==> config.mk <==
export PLATFORM = sky130hd
export DESIGN_NAME = accum_mem_ctrl
export DESIGN_NICKNAME = d
export VERILOG_FILES = /design/src/rtl/accum_mem_ctrl.sv
export SDC_FILE = /design/constraint.sdc
export NUM_CORES = 1
export LEC_CHECK = 0
export CAP_MARGIN = 20
export CELL_PAD_IN_SITES_DETAIL_PLACEMENT = 0
export CELL_PAD_IN_SITES_GLOBAL_PLACEMENT = 2
export CORE_ASPECT_RATIO = 2
export CORE_UTILIZATION = 25
export DETAILED_ROUTE_END_ITERATION = 7
export PLACE_DENSITY_LB_ADDON = 0.1
export SYNTH_ARGS = -nofsm -noshare
export SYNTH_HDL_FRONTEND = slang
export SYNTH_SLANG_ARGS = --single-unit
==> constraint.sdc <==
create_clock -name clk -period 2.9 [get_ports clk]
set_clock_uncertainty 0.15 [all_clocks]
set_input_delay 0.435 -clock clk [delete_from_list [all_inputs] [get_ports clk]]
set_output_delay 0.435 -clock clk [all_outputs]
set_load 0.05 [all_outputs]
==> src/rtl/accum_mem_ctrl.sv <==
// accum_mem_ctrl
// Address/enable generator for the accumulator SRAM banks that sit below the
// systolic array. A write collects the array's skewed column outputs: column j
// is written one cycle after column j-1, rows 0..N-1 at addresses 0..N-1,
// optionally in accumulate mode. A read drains all banks in parallel with one
// shared, aligned address.
//
// Ports:
//   clk          clock
//   rst          synchronous active-high reset
//   wr_start_in  one-cycle pulse, starts collection of num_row skewed rows
//   accum_in     sampled with wr_start_in: 1 = add into bank, 0 = overwrite
//   rd_start_in  one-cycle pulse, starts a parallel drain of num_row rows
//   num_row      row count, clamped to ACCUM_ROW, sampled on an accepted start
//   wr_en        per-bank write enable
//   wr_addr      per-bank write address, bank j at [j*8 +: 8]
//   wr_accum     per-bank accumulate qualifier
//   rd_en        per-bank read enable
//   rd_addr      per-bank read address, bank j at [j*8 +: 8]
//   busy         high while a write or read is issuing enables
//   wr_done      one-cycle pulse, collection complete
//   rd_done      one-cycle pulse, drain complete
module accum_mem_ctrl #(
  parameter int SYS_COL    = 16,
  parameter int DATA_WIDTH = 16,
  parameter int ACCUM_ROW  = 128
) (
  input  logic                    clk,
  input  logic                    rst,
  input  logic                    wr_start_in,
  input  logic                    accum_in,
  input  logic                    rd_start_in,
  input  logic [DATA_WIDTH-1:0]   num_row,
  output logic [SYS_COL-1:0]      wr_en,
  output logic [SYS_COL*8-1:0]    wr_addr,
  output logic [SYS_COL-1:0]      wr_accum,
  output logic [SYS_COL-1:0]      rd_en,
  output logic [SYS_COL*8-1:0]    rd_addr,
  output logic                    busy,
  output logic                    wr_done,
  output logic                    rd_done
);

  localparam int COUNT_WIDTH = $clog2(ACCUM_ROW + SYS_COL) + 1;

  localparam logic [DATA_WIDTH-1:0]  ROW_MAX_D = DATA_WIDTH'(ACCUM_ROW);
  localparam logic [COUNT_WIDTH-1:0] ROW_MAX_C = COUNT_WIDTH'(ACCUM_ROW);
  localparam logic [COUNT_WIDTH-1:0] CNT_ONE   = COUNT_WIDTH'(1);
  localparam logic [COUNT_WIDTH-1:0] WR_TAIL   = COUNT_WIDTH'(SYS_COL - 1);
  localparam logic [SYS_COL-1:0]     COL0_ONLY = SYS_COL'(1);

  typedef enum logic [1:0] {
    IDLE  = 2'd0,
    WRITE = 2'd1,
    READ  = 2'd2
  } state_t;

  state_t                 state_r;
  logic [COUNT_WIDTH-1:0] cnt_r;        // cycles spent in WRITE/READ, 1 in the first
  logic [COUNT_WIDTH-1:0] n_rows_r;
  logic                   accum_r;

  logic [COUNT_WIDTH-1:0] n_clamped_s;
  logic                   shift_in_s;
  logic [SYS_COL-1:0]     wr_en_next_s;
  logic [7:0]             addr_next_s;
  logic                   wr_last_s;
  logic                   rd_last_s;

  // Next-cycle helpers: clamped row count and the column-0 shift-in row.
  always_comb begin
    n_clamped_s = COUNT_WIDTH'(num_row);
    if (num_row > ROW_MAX_D) begin
      n_clamped_s = ROW_MAX_C;
    end else begin
      n_clamped_s = COUNT_WIDTH'(num_row);
    end
    // cnt_r equals the index of the row column 0 would issue next cycle
    shift_in_s   = (cnt_r < n_rows_r);
    wr_en_next_s = {wr_en[SYS_COL-2:0], shift_in_s};
    addr_next_s  = 8'd0;
    if (shift_in_s) begin
      addr_next_s = 8'(cnt_r);
    end else begin
      addr_next_s = 8'd0;
    end
    // column SYS_COL-1 issues its last row N+SYS_COL-1 cycles after the start
    wr_last_s = (cnt_r == (n_rows_r + WR_TAIL));
    rd_last_s = (cnt_r == n_rows_r);
  end

  // Control FSM with all outputs registered.
  always_ff @(posedge clk) begin
    if (rst) begin
      state_r  <= IDLE;
      cnt_r    <= '0;
      n_rows_r <= '0;
      accum_r  <= 1'b0;
      wr_en    <= '0;
      wr_addr  <= '0;
      wr_accum <= '0;
      rd_en    <= '0;
      rd_addr  <= '0;
      busy     <= 1'b0;
      wr_done  <= 1'b0;
      rd_done  <= 1'b0;
    end else begin
      wr_done <= 1'b0;
      rd_done <= 1'b0;
      case (state_r)
        IDLE: begin
          cnt_r    <= '0;
          wr_en    <= '0;
          wr_addr  <= '0;
          wr_accum <= '0;
          rd_en    <= '0;
          rd_addr  <= '0;
          busy     <= 1'b0;
          // a write wins over a simultaneous read
          if (wr_start_in) begin
            n_rows_r <= n_clamped_s;
            accum_r  <= accum_in;
            if (n_clamped_s == '0) begin
              wr_done <= 1'b1;
            end else begin
              state_r  <= WRITE;
              busy     <= 1'b1;
              cnt_r    <= CNT_ONE;
              wr_en    <= COL0_ONLY;
              wr_accum <= accum_in ? COL0_ONLY : '0;
            end
          end else if (rd_start_in) begin
            n_rows_r <= n_clamped_s;
            if (n_clamped_s == '0) begin
              rd_done <= 1'b1;
            end else begin
              state_r <= READ;
              busy    <= 1'b1;
              cnt_r   <= CNT_ONE;
              rd_en   <= '1;
            end
          end else begin
            n_rows_r <= n_rows_r;
          end
        end
        WRITE: begin
          if (wr_last_s) begin
            state_r  <= IDLE;
            cnt_r    <= '0;
            busy     <= 1'b0;
            wr_done  <= 1'b1;
            wr_en    <= '0;
            wr_addr  <= '0;
            wr_accum <= '0;
          end else begin
            cnt_r    <= cnt_r + CNT_ONE;
            // de-skew: column j repeats column j-1's enable and address a cycle later
            wr_en    <= wr_en_next_s;
            wr_addr  <= {wr_addr[SYS_COL*8-9:0], addr_next_s};
            wr_accum <= accum_r ? wr_en_next_s : '0;
          end
        end
        READ: begin
          if (rd_last_s) begin
            state_r <= IDLE;
            cnt_r   <= '0;
            busy    <= 1'b0;
            rd_done <= 1'b1;
            rd_en   <= '0;
            rd_addr <= '0;
          end else begin
            cnt_r   <= cnt_r + CNT_ONE;
            rd_addr <= {SYS_COL{8'(cnt_r)}};
          end
        end
        default: begin
          state_r  <= IDLE;
          cnt_r    <= '0;
          busy     <= 1'b0;
          wr_en    <= '0;
          wr_addr  <= '0;
          wr_accum <= '0;
          rd_en    <= '0;
          rd_addr  <= '0;
        end
      endcase
    end
  end

endmodule

==> results.sh <==
export IMPL_routedWlPerCell_um=19.9
export IMPL_nFillCells=3365
export IMPL_numPortBuffers=327
export IMPL_dp_hpwl_mm=20.4
export IMPL_yosys_warnings=0
export IMPL_crit_family="compound AO/OA/AOI/OAI gates"
export IMPL_dp_cells=1490
export IMPL_wirelength_mm=30.4
export IMPL_die_y_um=261
export IMPL_instances_no_fill=1526
export IMPL_cts_tree="built"
export IMPL_slew_violations=0
export IMPL_area_growth_pct=42.4
export IMPL_die_area_um2=34200
export IMPL_synthTopCellsByCount="193 x dfxtp_1, 158 x nor2_1, 136 x a32oi_1"
export IMPL_end_kind="flop"
export IMPL_drc=0
export IMPL_finalCritPeriodShare_pct=95.3
export IMPL_firstDrtPassIters=6
export IMPL_nets=1114
export IMPL_syn_nets=945
export IMPL_fmax_ghz=0.362
export IMPL_synth_cell_types=45
export IMPL_drtIter0Drc=445
export IMPL_rsz0062_at_grt="false"
export IMPL_synth_top_cell_area_share_pct=46.2
export IMPL_syn_area_um2=8360
export IMPL_fin_crit_ns=2.76
export IMPL_place_ws_ns=-0.0540
export IMPL_grt_pass1_vias=6825
export IMPL_min_path_type="input port to flop"
export IMPL_synth_area_leaders="dfxtp_1 46%, a32oi_1 14%, buf_4 12%"
export IMPL_synth_edf_count=0
export IMPL_grt_ovfl_total=0
export IMPL_synth_seq_cells=193
export IMPL_finalInstanceArea_um2=11900
export IMPL_worst_pin_slew_ns=0.772
export IMPL_diodes=0
export IMPL_timing_final_setup_violations=0
export IMPL_synth_avg_cell_area_um2=9.16
export IMPL_dpl_cell_area_um2=11200
export IMPL_cp_max_fo=37
export IMPL_worst_slack_ns=0.136
export IMPL_h_tree_depth=4
export IMPL_grtUsageTotal_pct=16.8
export IMPL_crit_chain="inv_1, ha_1, nor3b_2, or3_1, a2111oi_4, o211ai_4, buf_12, buf_6, a32oi_1, nor2_1"
export IMPL_grt_max_degree=76
export IMPL_clock_latency_ns=0.44
export IMPL_async_flop_share_pct=0
export IMPL_cp_slowest_cell="or3_1"
export IMPL_critical_path_class="flop to flop"
export IMPL_maxCapViolCount=0
export IMPL_worstPathArrival_ns=2.92
export IMPL_clockBufferDepth=2
export IMPL_power_leakage_nw=3.95
export IMPL_slew_headroom_pct=48.3
export IMPL_clk_pin_slew_worst_paths_ns=0.07
export IMPL_seqCellArea_um2=3860
export IMPL_cts_sinks=193
export IMPL_grt_pass1_wl_mm=43.7
export IMPL_yosysSeqAreaShare_pct=46.2
export IMPL_synth_most_common_cell="dfxtp_1"
export IMPL_io_pins=328
export IMPL_holdWs_ns=0.256
export IMPL_irDropWorstVdd_uv=381
export IMPL_power_density_nw_per_um2=471
export IMPL_multi_input_area_um2=3150
export IMPL_finalWeightedCongestion=0.824
export IMPL_vias_per_cell=4.82
export IMPL_synth_area_leader_cell="dfxtp_1"
export IMPL_worst_path_buf_inv=3
export IMPL_status="completed"
export IMPL_crit_path_start_kind="flop"
export IMPL_layout_drive_gt1_share_pct=6.76
export IMPL_vias=7361
export IMPL_timing_setup_tns_ns=0
export IMPL_core_um2=32900
export IMPL_dieWidth_um=131
export IMPL_numCtsBuffers=17
export IMPL_start_util_pct=25.4
export IMPL_hold_viol=0
export IMPL_rows=94
export IMPL_cts_hold_buffers=0
export IMPL_ys_flop_type="dfxtp_1"
export IMPL_clockRootBuffer="clkbuf_16"
export IMPL_antenna_found_initial=0
export IMPL_syn_inst=913
export IMPL_drtAntennaViolNets=0
export IMPL_cp_required_ns=3.06
export IMPL_critPathMaxStageDelay_ns=0.43
## layout by cell type, fill, tap and decap left out, types with 2 or more instances in the layout
cell type,synthesis,layout
nand4_1,18,18
clkinvlp_4,0,2
o31ai_1,8,8
nor4_1,6,6
nand4b_1,2,2
a32oi_1,136,136
o21ai_0,8,8
xor2_1,3,3
clkinv_2,0,2
nor3b_1,10,9
o211ai_1,2,2
nor3_1,7,7
buf_4,135,20
nor2b_1,3,2
buf_6,1,3
a21oi_1,23,23
a211o_1,2,2
nand3_1,6,6
bufinv_16,0,2
clkinv_4,0,3
nand2_1,34,34
xnor2_1,12,12
clkbuf_16,0,20
ha_1,11,11
nor2_1,158,157
a211oi_1,3,3
and2_1,3,3
clkbuf_1,64,2
dfxtp_1,193,192
inv_1,20,20
buf_12,0,9
a22oi_1,16,16
or3_1,2,2
clkdlybuf4s50_1,0,326
## metrics by stage
step / total power [mW] / utilization (%)
after detailed placement: 3.29 / 34.0
after CTS: 5.71 / 35.8
after global routing: 5.84 / 36.2
after floorplan: 3.07 / -
after global placement: 3.29 / 34.0
final: 5.61 / 36.2
## metal layers
layer	track usage [%]	routed length [um]	vias up
li1	-	-	3505
met1	17.6	11100	3572
met4	5.46	571	0
met2	32.2	17300	263
met5	0	0	-
met3	4.10	1460	21
## state kept, by name, indices dropped and copies added (netlist names)
name / cells
accum_r: 1
rd_done: 1
rd_en: 1
wr_en: 16
cnt_r: 9
wr_done: 1
busy: 1
wr_accum: 16
state_r: 2
n_rows_r: 9
rd_addr: 8
wr_addr: 128
## where the power goes
group | switching [mW] | internal (mW)
Combinational | 0.376 | 0.151
Sequential | 0.0278 | 2.66
Clock | 1.09 | 1.30
Total | 1.50 | 4.11
## worst paths after layout
check / startpoint / end / slack, ns / cells past startpoint
setup / recovery: n_rows_r[1] / wr_addr[76] / 0.14 / 10
hold / removal: rst / rd_addr[119] / 0.26 / 2
setup reg to reg: n_rows_r[1] / wr_addr[76] / 0.14 / 10
hold reg to reg: wr_accum[5] / wr_accum[5] / 0.30 / 2
## area by class of cell
type	count	share of cell area, %
clock inverters	11	1.10
clock buffers	20	3.75
repair buffers	361	31.1
inverters	20	0.631
flip-flops and latches	193	32.5
multi-input cells	489	26.4
well taps	432	4.54
## cells by family (layout without fill, tap and decap cells)
family,count (synthesis),count (layout),synth area share (%)
simple gates,256,256,13.5
buf+inv,231,412,16.6
compound gates,206,206,20.1
flops,193,193,46.2
xor+xnor,16,16,1.84
fa+ha+maj,11,11,1.65
## repair_timing
| action | CTS | global route |
|---|---|---|
| endpoints found under the setup margin | 0 | 164 |
| setup buffers | 0 | 1 |
| resized for setup | 0 | 5 |
Note: power is estimated with default switching activity, not from simulation.
